$ cat src/rtl/mac_dot_arbiter.sv
`default_nettype none
// ============================================================================
// Module   : mac_dot_arbiter
// Purpose  : Round-robin sharing of one signed MAC between two requesters,
//            each computing a 4-element signed dot product.
// Revision : 1.0 - initial release
// ============================================================================
module mac_dot_arbiter #(
    parameter int N = 8
) (
    input  logic             clk,
    input  logic             rst,
    input  logic             req0,
    input  logic [4*N-1:0]   a_vec0,
    input  logic [4*N-1:0]   b_vec0,
    input  logic             req1,
    input  logic [4*N-1:0]   a_vec1,
    input  logic [4*N-1:0]   b_vec1,
    output logic             ack0,
    output logic             ack1,
    output logic [2*N+1:0]   y,
    output logic             resp_id,
    output logic             busy
);

    localparam logic [1:0] c_st_idle = 2'd0;
    localparam logic [1:0] c_st_run  = 2'd1;
    localparam logic [1:0] c_st_done = 2'd2;

    logic [1:0]            r_state;
    logic                  r_gnt_id;
    logic                  r_last_id;
    logic [1:0]            r_cnt;
    logic [2*N+1:0]        r_acc;
    logic [4*N-1:0]        r_a;
    logic [4*N-1:0]        r_b;
    logic                  r_ack0;
    logic                  r_ack1;
    logic [2*N+1:0]        r_y;
    logic                  r_resp_id;

    logic signed [N-1:0]   w_a_elem [4];
    logic signed [N-1:0]   w_b_elem [4];
    logic signed [2*N-1:0] w_a_ext;
    logic signed [2*N-1:0] w_b_ext;
    logic signed [2*N-1:0] w_prod;
    logic [2*N+1:0]        w_prod_ext;
    logic [2*N+1:0]        w_sum;
    logic                  w_any_req;
    logic                  w_pick;

    genvar gi;
    generate
        for (gi = 0; gi < 4; gi++) begin : g_elem
            assign w_a_elem[gi] = r_a[N*gi +: N];
            assign w_b_elem[gi] = r_b[N*gi +: N];
        end
    endgenerate

    // Operands widened before the multiply so the product keeps full precision.
    assign w_a_ext    = {{N{w_a_elem[r_cnt][N-1]}}, w_a_elem[r_cnt]};
    assign w_b_ext    = {{N{w_b_elem[r_cnt][N-1]}}, w_b_elem[r_cnt]};
    assign w_prod     = w_a_ext * w_b_ext;
    assign w_prod_ext = {{2{w_prod[2*N-1]}}, w_prod};
    assign w_sum      = r_acc + w_prod_ext;

    // On a tie the requester that was not served last wins.
    assign w_any_req = req0 | req1;
    assign w_pick    = (req0 && req1) ? ~r_last_id : req1;

    always_ff @(posedge clk or negedge rst) begin
        if (!rst) begin
            r_state   <= c_st_idle;
            r_gnt_id  <= 1'b0;
            r_last_id <= 1'b1;
            r_cnt     <= 2'd0;
            r_acc     <= '0;
            r_a       <= '0;
            r_b       <= '0;
            r_ack0    <= 1'b0;
            r_ack1    <= 1'b0;
            r_y       <= '0;
            r_resp_id <= 1'b0;
        end else begin
            case (r_state)
                c_st_idle: begin
                    if (w_any_req) begin
                        r_gnt_id <= w_pick;
                        r_a      <= w_pick ? a_vec1 : a_vec0;
                        r_b      <= w_pick ? b_vec1 : b_vec0;
                        r_acc    <= '0;
                        r_cnt    <= 2'd0;
                        r_state  <= c_st_run;
                    end
                end
                c_st_run: begin
                    r_acc <= w_sum;
                    r_cnt <= r_cnt + 2'd1;
                    if (r_cnt == 2'd3) begin
                        r_y       <= w_sum;
                        r_resp_id <= r_gnt_id;
                        r_ack0    <= ~r_gnt_id;
                        r_ack1    <= r_gnt_id;
                        r_last_id <= r_gnt_id;
                        r_state   <= c_st_done;
                    end
                end
                c_st_done: begin
                    r_ack0  <= 1'b0;
                    r_ack1  <= 1'b0;
                    r_state <= c_st_idle;
                end
                default: begin
                    r_ack0  <= 1'b0;
                    r_ack1  <= 1'b0;
                    r_state <= c_st_idle;
                end
            endcase
        end
    end

    assign ack0    = r_ack0;
    assign ack1    = r_ack1;
    assign y       = r_y;
    assign resp_id = r_resp_id;
    assign busy    = (r_state == c_st_run) || (r_state == c_st_done);

endmodule
`default_nettype wire
$ cat config.mk
export PLATFORM = sky130hd
export DESIGN_NAME = mac_dot_arbiter
export DESIGN_NICKNAME = d
export VERILOG_FILES = /design/src/rtl/mac_dot_arbiter.sv
export SDC_FILE = /design/constraint.sdc
export NUM_CORES = 1
export LEC_CHECK = 0
export ABC_AREA = 1
export ABC_CLOCK_PERIOD_IN_PS = 5500
export BUFFER_PORTS_ARGS = -buffer_cell sky130_fd_sc_hd__buf_2
export CAP_MARGIN = 25
export CORE_MARGIN = 2
export CORE_UTILIZATION = 52
export DETAILED_ROUTE_END_ITERATION = 10
export PLACE_DENSITY_LB_ADDON = 0.1
export SLEW_MARGIN = 20
export SYNTH_ARGS = -nofsm -noshare
export SYNTH_HDL_FRONTEND = slang
export SYNTH_SLANG_ARGS = --single-unit
$ cat constraint.sdc
create_clock -name clk -period 5.5 [get_ports clk]
set_clock_uncertainty 0.05 [all_clocks]
set_input_delay 0.825 -clock clk [delete_from_list [all_inputs] [get_ports clk]]
set_output_delay 0.825 -clock clk [all_outputs]
set_load 0.01 [all_outputs]
==> results.txt <==
----------------------------------------------------
[Clock tree]
  TritonCTS clock tree ... done
  Buffer type at the clock tree root ... sky130_fd_sc_hd__clkbuf_16
  Number of CTS-inserted buffers ... 9
  Clock input transition at the sequential cells of the worst setup and hold paths ... about 90 ps
  Total number of clock tree sinks ... 109
  Clock buffer depth ... 2
  Number of levels in the clock H-tree ... 3
  Number of buffers inserted for hold repair after clock tree synthesis ... 0
  Clock latency at the later pin of the worst-skew pair ... about 370 ps

[Yosys]
  Number of synthesized register bits ... between 100 and 150
  Synthesized instance count ... between 1000 and 1500
  Syn Area/Cell ... 7.63 um^2
  Distinct cell type count of the synthesized netlist ... 43
  Fraction of post-synthesis cell area in the top cell type by area ... 0.311
  Async set-or-reset flop fraction in the synthesized netlist ... 1.00
  Number of warnings printed during yosys synthesis ... 0
  Area of the mapped netlist ... 8690 um^2
  Top FF cell, synth ... sky130_fd_sc_hd__dfrtp_1
  Fraction of the yosys area taken by sequential cells ... 0.314
  Most area-hungry cell type in the Yosys netlist ... sky130_fd_sc_hd__dfrtp_1
  Top cell types by occurrence after synthesis ... 231 x sky130_fd_sc_hd__nand2_1, 175 x sky130_fd_sc_hd__inv_1, 150 x sky130_fd_sc_hd__nor2_1
  Most frequently used cell type in the post-synthesis netlist ... sky130_fd_sc_hd__nand2_1
  EDFF count, synth ... 0
  Biggest area contributors in the synthesized netlist ... sky130_fd_sc_hd__dfrtp_1 31%, sky130_fd_sc_hd__fa_1 13%, sky130_fd_sc_hd__nand2_1 10%
  Net count after synthesis ... approximately 1400

[Route]
  Number of nets with antenna violations after routing ... 0
  WL final ... 26500 um
  DR vias/cell ... just over 5
  Post-route DRC violation count ... 0
  Drt wl/cell ... 16.1 um
  DRC marker count from the first detailed-route iteration ... a little over 700
  Pre-Repair DR Iteration Count ... 8
  DR vias ... 8558

[Global route]
  Sum of overflow across all layers after global routing ... 0
  Via count of the first global-routing pass ... 8493
  Number of antenna violations at the first check in global routing ... 0
  Pin count of the biggest net entering global routing ... 85
  Global-route wire length before repair ... between 40000 and 50000 um
  Global-route usage over all layers ... 0.300

[Floorplanning]
  Die W ... 133 um
  Area of the core region ... 16500 um^2
  Initial Util ... 0.528
  IO Pins ... ~150
  Die height ... 133 um
  Cell row count ... 47
  Area of the die ... approximately 18000 um^2

[Timing]
  Setup ws final ... -474 ps
  Number of endpoints with negative hold slack in the final report ... 0
  Final clock period utilization by the worst path ... 1.09
  Count of pins over their slew limit ... 0
  Maximum frequency from static timing analysis ... approximately 170 MHz
  Relative slew slack ... 0.393
  Clock period minus worst slack ... between 5000 and 6000 ps
  Least-Margin Pin Slew ... approximately 900 ps
  Unrepaired setup endpoints after global routing ... true
  Number of failing setup endpoints in the final timing report ... 20

[Cells and area]
  Count of inserted antenna diode cells ... 0
  Finished Layout Cells ... roughly 1600
  Area overhead of the layout relative to synthesis ... 39.0%
  Finished layout cell area ... between 10000 and 15000 um^2
  Finished Core Util ... 0.734
  Share of cells above drive strength 1 ... 0.371
  Final-stage net count ... ~1700

[Placement]
  Placed instance area ... roughly 11000 um^2
  Routability cong. ... ~0.95
  Detailed Place HPWL ... 19600 um
  # port buffers ... about 150
  Number of instances in the placed design ... about 1600

[Worst setup path]
  Worst path max stage delay ... 560 ps
  Critical path capture point type ... flop
  Endpoint arrival time on the critical path ... 6180 ps
  R2r setup slk ... -470 ps
  Delay-heaviest family, CP ... adder cells
  Most frequent cell on the critical path ... sky130_fd_sc_hd__nand2_1
  CP startpoint kind ... flop
  Required arrival time at the worst endpoint ... about 5700 ps
  Sum of buffers and inverters on the critical path ... 8
  CP Class ... reg -> reg
  Critical path's slowest cell ... sky130_fd_sc_hd__fa_1
  Critical-path maximum fanout ... 8

[Min path]
  HP Class ... reg -> reg

[Status]
  Status ... complete, but fails checks
  Violated checks ... setup timing

[Flow run]
  MaxCap Viol Count ... 0

----------------------------------------------------
## final timing paths
kind	start	endpoint	cells past startpoint
max in group asynchronous	rst	r_b[5]	2
worst max register to register	r_cnt[0]	y[16]	30
worst min register to register	y[12]	y[12]	2
min in group asynchronous	rst	r_b[20]	1
worst max-delay path	r_cnt[0]	y[16]	30
worst min-delay path	y[12]	y[12]	2
## placed cells by master, fill, tap and decap left out, types with 6 or more instances in the layout
cell	Yosys	final
sky130_fd_sc_hd__nand2_1	231	204
sky130_fd_sc_hd__buf_2	17	153
sky130_fd_sc_hd__inv_1	175	147
sky130_fd_sc_hd__buf_4	3	137
sky130_fd_sc_hd__nor2_1	150	125
sky130_fd_sc_hd__dfrtp_1	108	107
sky130_fd_sc_hd__o21ai_0	116	106
sky130_fd_sc_hd__fa_1	56	50
sky130_fd_sc_hd__o21ai_1	35	39
sky130_fd_sc_hd__inv_2	7	27
sky130_fd_sc_hd__nand3_1	36	27
sky130_fd_sc_hd__a21oi_1	43	24
sky130_fd_sc_hd__nand2_2	3	24
sky130_fd_sc_hd__ha_1	49	24
sky130_fd_sc_hd__a21oi_2	6	22
sky130_fd_sc_hd__o22ai_1	22	22
sky130_fd_sc_hd__ha_4	0	21
sky130_fd_sc_hd__nor2_2	4	18
sky130_fd_sc_hd__buf_6	3	16
sky130_fd_sc_hd__nor2_4	1	12
sky130_fd_sc_hd__a32oi_2	5	11
sky130_fd_sc_hd__nand3_2	1	10
sky130_fd_sc_hd__clkbuf_16	0	10
sky130_fd_sc_hd__o21ai_2	4	9
sky130_fd_sc_hd__xnor2_1	11	7
sky130_fd_sc_hd__nand2_4	0	6
sky130_fd_sc_hd__fa_2	0	6
## state kept, by name (all words and copies together), names as in the netlist
| name | flops |
|---|---|
| ack0 | 1 |
| ack1 | 1 |
| r_a | 32 |
| r_acc | 18 |
| r_b | 32 |
| r_cnt | 2 |
| r_gnt_id | 1 |
| r_last_id | 1 |
| r_state | 2 |
| resp_id | 1 |
| y | 18 |
## cell families (layout without fill, tap and decap cells)
group | after synthesis | after routing | share of synthesized area
compound gates | 246 | 246 | 0.164
flops | 109 | 109 | 0.314
xor+xnor | 16 | 16 | 0.0161
fa+ha+maj | 105 | 105 | 0.199
buf+inv | 226 | 514 | 0.104
simple gates | 438 | 438 | 0.202
## layer usage
metal | up-vias | GRT usage | wire (um)
li1 | 4194 | - | -
met1 | 4065 | 0.432 | 11800
met2 | 265 | 0.483 | 12700
met3 | 34 | 0.0476 | 1600
met4 | 0 | 0.0638 | 429
met5 | - | 0 | 0
## through the flow
stage                     setup TNS [ps]  setup WS [ps]  hold WS (ps)
after floorplan                    -3.35          -3.35           398
after global placement             -8730           -549           407
after detailed placement           -9480           -595           411
after CTS                          -5190           -360           424
after global routing              -12290           -741           441
final                              -6930           -474           418
## cell type report
| cell class | count | area [um^2] |
|---|---|---|
| clock buffers | 9 | 225 |
| clock inverters | 7 | 96.3 |
| fillers | 1279 | 4380 |
| inverters | 184 | 726 |
| multi-input cells | 805 | 5910 |
| flip-flops and latches | 109 | 2730 |
| well taps | 220 | 275 |
| repair buffers | 313 | 2120 |
| repair inverters | 1 | 8.76 |
## worst reg2reg max path: cells and delay by family (launching register included)
family | cells | cell delay [ps]
adders and majority gates | 6 | 2450
xor gates and xnor gates | 1 | 140
AOI/OAI and AO/OA | 3 | 450
buffers and inverters | 8 | 1020
DFF | 1 | 460
and+or+nand+nor | 12 | 1280
## what timing repair did
| item | 4_1_cts | 5_1_grt |
|---|---|---|
| setup endpoints to repair | 23 | 24 |
| buffers inserted | 15 | 17 |
| pin swaps | 24 | 64 |
| cloned | 3 | 3 |
| resized for setup | 85 | 120 |
Power is left out: the tool's default activity adds up to more than one toggle a clock period on the data nets, which glitch-free logic cannot reach.
